### config.mk
export PLATFORM = sky130hd
export DESIGN_NAME = alu_regfile
export DESIGN_NICKNAME = d
export VERILOG_FILES = /design/src/rtl/alu_regfile.sv
export SDC_FILE = /design/constraint.sdc
export NUM_CORES = 2
export LEC_CHECK = 0
export CAP_MARGIN = 25
export CORE_MARGIN = 1
export CORE_UTILIZATION = 45
export CTS_CLUSTER_SIZE = 16
export DETAILED_ROUTE_END_ITERATION = 8
export MAX_ROUTING_LAYER = met4
export SYNTH_ARGS = -nofsm -noshare
export SYNTH_HDL_FRONTEND = slang
export SYNTH_SLANG_ARGS = --single-unit
### constraint.sdc
create_clock -name clk -period 4.1 [get_ports clk]
set_input_delay 0.82 -clock clk [delete_from_list [all_inputs] [get_ports clk]]
set_output_delay 0.82 -clock clk [all_outputs]
set_load 0.02 [all_outputs]
### src/rtl/alu_regfile.sv
// alu_regfile: 32x32 register file with a busy scoreboard that stalls reads of registers whose writes are still in flight
module alu_regfile #(
   parameter int DW = 32,
   parameter int AW = 5
) (
   input  logic          clk,
   input  logic          reset,
   input  logic          rd_en,
   input  logic [AW-1:0] rs1_addr,
   input  logic [AW-1:0] rs2_addr,
   output logic [DW-1:0] rs1,
   output logic [DW-1:0] rs2,
   output logic          rs_valid,
   output logic          stall,
   input  logic          issue_en,
   input  logic [AW-1:0] issue_addr,
   input  logic          we,
   input  logic [AW-1:0] wa,
   input  logic [DW-1:0] rd
);
   localparam int N = 2**AW;
   logic [DW-1:0] mem [N];
   logic [N-1:0]  busy;
   logic [DW-1:0] v1, v2;
   logic          b1, b2, hit1, hit2;
   always_comb begin
      hit1  = we && wa == rs1_addr;
      hit2  = we && wa == rs2_addr;
      v1    = rs1_addr == '0 ? '0 : hit1 ? rd : mem[rs1_addr];
      v2    = rs2_addr == '0 ? '0 : hit2 ? rd : mem[rs2_addr];
      b1    = busy[rs1_addr] && !hit1;
      b2    = busy[rs2_addr] && !hit2;
      stall = rd_en && (b1 || b2);
   end
   // issue is applied after writeback so a same-cycle issue to the written address leaves it busy
   always_ff @(posedge clk or negedge reset)
      if (!reset) begin
         for (int i = 0; i < N; i++) mem[i] <= '0;
         busy     <= '0;
         rs1      <= '0;
         rs2      <= '0;
         rs_valid <= 1'b0;
      end else begin
         rs_valid <= rd_en && !stall;
         if (rd_en && !stall) begin
            rs1 <= v1;
            rs2 <= v2;
         end
         if (we && wa != '0) begin
            mem[wa]  <= rd;
            busy[wa] <= 1'b0;
         end
         if (issue_en && !stall && issue_addr != '0) busy[issue_addr] <= 1'b1;
      end
endmodule

# Word-level counts from Yosys, hierarchy flattened
# Cells that the tools add are included.
[totals]
register_bits = 1121
inputBits = 57
out_inout_bits = 66
word_cells = 97
[op_classes]
order_cmp = 10
n_eq_ne = 2
muxes = 23
bitwise = 6
reduce_logical = 20
[op_table]
columns = ["operator", "count"]
rows = [
  ["$bwmux W1024", 1],
  ["$mux W32", 11],
  ["$bmux W32 S5", 2],
  ["$demux W32 S5", 1],
  ["$and A32 B32 Y32", 1],
  ["$not A32 Y32", 1],
  ["$or A32 B32 Y32", 1],
  ["$lt A5 B6 Y1 const B", 4],
  ["$ge A6 B6 Y1 const B", 3],
  ["$not A5 Y6", 3],
  ["$logic_and A1 B1 Y1", 12],
  ["$bmux W1 S5", 2],
  ["$demux W1 S5", 2],
  ["$eq A5 B5 Y1", 2],
  ["$ge A5 B1 Y1 const B", 2],
  ["$logic_not A5 Y1", 2],
  ["$reduce_bool A5 Y1", 2],
  ["$lt A6 B1 Y1 const B", 1],
  ["$mux W1", 4],
  ["$logic_not A1 Y1", 3],
  ["$logic_or A1 B1 Y1", 1],
]

# Depth between registers and ports, before layout
[depth]
word_depth = 10
depth_mapped = 12

# Least setup slack after synthesis
# Ideal clock, no wire load.
[synth_timing]
kind = "in2out"
startpoint = "input port rs1_addr[0]"
endpoint = "output port stall"
arrival_ns = 2.780
required_ns = 3.280
setup_slack_ns = 0.500
stages = 8
n_path_buf = 2
path_cell_list = "buf_4 > mux4_2 > nor2b_1 > a211oi_1 > a2111oi_4 > o21ai_1 > clkbuf_1 > inv_1"
[synth_via]
elab_chain_cells = 6
elab_cells_between_ends = 8
classes_between = "1 x eq/ne; 2 x mux; 5 x reduce/logical"
[synth_lines]
columns = ["element", "line_no", "text"]
rows = [
  ["start, declared", "9", "input logic [AW-1:0] rs1_addr,"],
  ["parallel branches: the longest is 3 deep, another holds $bmux W1 S5", "n/a", ""],
  ["$logic_and A1 B1 Y1 *", "31", "b1 = busy[rs1_addr] && !hit1;"],
  ["$logic_or A1 B1 Y1 *", "33", "stall = rd_en && (b1 || b2);"],
  ["$logic_and A1 B1 Y1 *", "33", ""],
  ["end, declared", "14", "output logic stall,"],
]
# Every way passes the cells marked *. The select of a mux whose other input is x is not followed.

# Worst setup path after layout
[layout_timing]
startpoint = "input port wa[2]"
endpoint = "output port stall"
[layout_via]
elab_chain_cells = 6
elab_cells_between_ends = 10
classes_between = "2 x eq/ne; 8 x reduce/logical"
[layout_lines]
columns = ["element", "line_no", "text"]
rows = [
  ["start, declared", "18", "input logic [AW-1:0] wa,"],
  ["$eq A5 B5 Y1, on equally long branches", "27, 28", ""],
  ["$logic_and A1 B1 Y1, on equally long branches", "27, 28", ""],
  ["$logic_not A1 Y1, on equally long branches", "31, 32", ""],
  ["$logic_and A1 B1 Y1, on equally long branches", "31, 32", ""],
  ["$logic_or A1 B1 Y1 *", "33", ""],
  ["$logic_and A1 B1 Y1 *", "33", ""],
]
# Every way passes the cells marked *; elsewhere a longest branch is shown, timed or not.

==> PnR_summary.wiki <==
{| class="wikitable"
! Metric !! Value
|-
| Outcome || complete, no violations
|-
| Post-route clock skew || 0.02762 ns
|-
| Net count of the finished layout || 4471
|-
| Root buffer selected by CTS || clkbuf_16
|-
| Endpoint class of the critical path || output pin
|-
| First-pass GRT wire length || 300900 microns
|-
| EDFF count, synth || 0
|-
| Kind of critical path || input pin to output pin
|-
| DR DRC count || 0
|-
| Number of routed nets with antenna violations || 0
|-
| Number of filler instances in the final layout || 11240
|-
| Placement Setup Slack || -0.02191 ns
|-
| Detailed-routing iteration count for the pre-antenna-repair pass || 5
|-
| Final Max Slew Viols || 0
|-
| Sequential element share of the synthesized area || 0.4674
|-
| Clk Latency, worst-skew pair || 0.76 ns
|-
| Number of placement rows || 133
|-
| Via count of the first global-routing pass || 41310
|-
| 1st-iter DRT viols || 4122
|-
| Worst hold path type || input pin to asynchronous set/reset pin
|-
| Required @ worst endpoint || 3.28 ns
|-
| Starting utilization of the core area || 0.4548
|-
| Post-layout instance count excluding filler cells || 6272
|-
| Slew at the pin closest to its max-slew limit || 1.328 ns
|-
| Layout cells sized above 1 || 0.3849
|-
| Die Width || 367.2 microns
|-
| Syn_area_per_cell || 13.51 sq um
|-
| Number of buffers created by CTS || 130
|-
| TritonCTS clock tree || done
|-
| Final weighted congestion in routability-driven placement || 0.8454
|-
| Total overflow reported by the global router || 0
|-
| Floorplan core area || 0.1320 sq mm
|-
| GRT Total Usage || 0.3146
|-
| Critical Path Start Type || input pin
|-
| Number of hold buffers added after CTS || 0
|-
| Total Die Area || 0.1348 sq mm
|-
| Max-cap violations || 0
|-
| Area growth syn-to-layout || 14.06%
|-
| Total vias in the final route || 41430
|-
| DP Wirelength || 119000 microns
|-
| Mean number of vias per cell || 6.605
|-
| Share of the clock period used by the worst path after layout || 0.9641
|-
| Startpoint of the lowest-slack register-to-register path || busy[2]
|-
| Post-layout worst setup margin || 0.1474 ns
|-
| Final setup violation count || 0
|-
| Port-buffer cells || 122
|-
| Post-synth design cell area || 0.06002 sq mm
|-
| Tmin final || 3.953 ns
|-
| CTS HTree Levels || 4
|-
| Synthesized net count || 4500
|-
| Power density over the cells || 503.8 mW/mm^2
|-
| F_max || 253.0 MHz
|-
| Worst reg2reg endpoint || rs2[21]
|-
| Number of unique standard cell types used by synthesis || 52
|-
| Leak pwr || 30.82 nW
|-
| Most common cell after layout, fill and taps aside || dfrtp_1
|-
| Register clock-pin slew on the reported worst setup and hold paths || 0.05 ns
|-
| Worst IR drop on VDD || 0.0004564 V
|-
| Post-DR wirelength/cell || 32.99 microns
|-
| Setup repair after global routing missed its margin || false
|-
| Largest driver fanout on the critical path || 4
|-
| Pin count of the biggest net entering global routing || 126
|-
| Fin. Hold Viols || 0
|-
| Most used flip-flop cell after synthesis || dfrtp_1
|-
| Bufs on Longest Clock Path || 3
|-
| Worst Reg-to-Reg Cells || 9
|-
| Placed cell count || 6032
|-
| Clock sink total || 1121
|-
| Worst-case headroom to the max-slew limit || 0.1149
|-
| Gate count of the mapped netlist || 4443
|-
| Floorplan die height || 367.2 microns
|-
| Total of flip-flops plus latches after synthesis || 1121
|-
| Worst path arrival time || 3.13 ns
|-
| R2R Setup Slk || 1.12 ns
|-
| Total Wirelength || 206900 microns
|-
| Number of ports placed on the die boundary || 123
|-
| Most frequent cells in the layout || dfrtp_1, mux2_2, mux2i_1
|-
| Number of warnings issued by yosys || 0
|-
| Async set-reset flop share out of synthesis || 1.000
|-
| Initial antenna violation count || 17
|}
per-stage QoR:
| step | power, mW | hold slack [ns] | utilization | cell area, sq um | setup TNS [ns] |
|---|---|---|---|---|---|
| after global placement | 22.49 | 0.3817 | 0.4839 | 63860 | -0.01619 |
| after floorplan | 19.89 | 0.4413 | - | 60020 | 0 |
| after detailed placement | 22.71 | 0.3865 | 0.4851 | 64010 | -0.02191 |
| after global routing | 35.84 | 0.09003 | 0.5188 | 68460 | 0 |
| final | 34.49 | 0.06698 | 0.5188 | 68460 | 0 |
| after CTS | 34.57 | 0.05732 | 0.5177 | 68310 | 0 |
Yosys cell counts (all sizes together), types with 34 or more instances:
| cell | count | area share |
|---|---|---|
| dfrtp | 1121 | 0.47 |
| mux2 | 1022 | 0.19 |
| a22o | 141 | 0.021 |
| buf | 179 | 0.016 |
| o31ai | 68 | 0.0085 |
| mux4 | 219 | 0.082 |
| nand2 | 126 | 0.0079 |
| o31a | 34 | 0.0050 |
| mux2i | 699 | 0.12 |
| a221oi | 162 | 0.024 |
| clkbuf | 325 | 0.020 |
| o22ai | 68 | 0.0071 |
critical path, cell delays in order:
cell	delay, ns
clkdlybuf4s50_1	0.51
xor2_1	0.21
nor4_1	0.38
and3_2	0.30
a2111oi_4	0.06
o21ai_2	0.22
inv_1	0.09
clkdlybuf4s50_1	0.54
flip-flops by register name, indices dropped and copies added (netlist names):
register and count:
mem 1024, busy 32, rs2 32, rs1 32
rs_valid 1
cell families (layout without fill, tap and decap cells):
group | Yosys count | after routing | synth area share
DFF | 1121 | 1121 | 0.4674
other | 0 | 9 | 0
AOI/OAI and AO/OA | 625 | 625 | 0.08374
xor gates and xnor gates | 10 | 10 | 0.001459
muxes | 1940 | 1940 | 0.3923
and+or+nand+nor | 223 | 223 | 0.01768
buffers and inverters | 524 | 589 | 0.03748
worst max-delay path by stage:
stage	start	to	slack, ns	depth (start not counted)
2_1_floorplan	rs1_addr[0]	stall	0.50	8
3_3_place_gp	wa[4]	stall	-0.02	8
3_5_place_dp	wa[4]	stall	-0.02	8
4_1_cts	rs1_addr[3]	stall	0.04	8
5_1_grt	wa[2]	stall	0.002	8
6_report	wa[2]	stall	0.15	8
per-layer routing:
layer	routed length [microns]	part of all wire	GRT usage	vias to the layer above
li1	-	-	-	17020
met1	90350	0.44	0.4388	22170
met2	92720	0.45	0.4590	1842
met3	17140	0.083	0.06407	392
met4	6693	0.032	0.1007	0
met5	0	0	-	-
where the power goes:
group | total [mW] | switching (mW) | internal [mW] | leakage [nW]
combinational | 7.52 | 3.37 | 4.16 | 14.3
sequential | 15.1 | 1.83 | 13.3 | 14.4
clock | 11.8 | 4.80 | 7.05 | 2.12
area by class of cell:
| type | count | area [sq um] | share of cell area |
|---|---|---|---|
| timing repair buffer | 343 | 3786 | 0.05530 |
| clock inverter | 39 | 464.2 | 0.006780 |
| sequential | 1121 | 28050 | 0.4097 |
| inverter | 20 | 77.57 | 0.001133 |
| multi-input combinational | 2798 | 30030 | 0.4386 |
| tap | 1755 | 2196 | 0.03207 |
| clock buffer | 187 | 3834 | 0.05600 |
| antenna | 9 | 22.52 | 0.0003290 |
repair_timing:
| action | CTS | global route |
|---|---|---|
| setup buffers | 0 | 1 |
| pin swaps | 0 | 1 |
| gates resized for setup | 1 | 7 |
| setup endpoints to repair | 1 | 1 |
(Power assumes the default switching activity.)
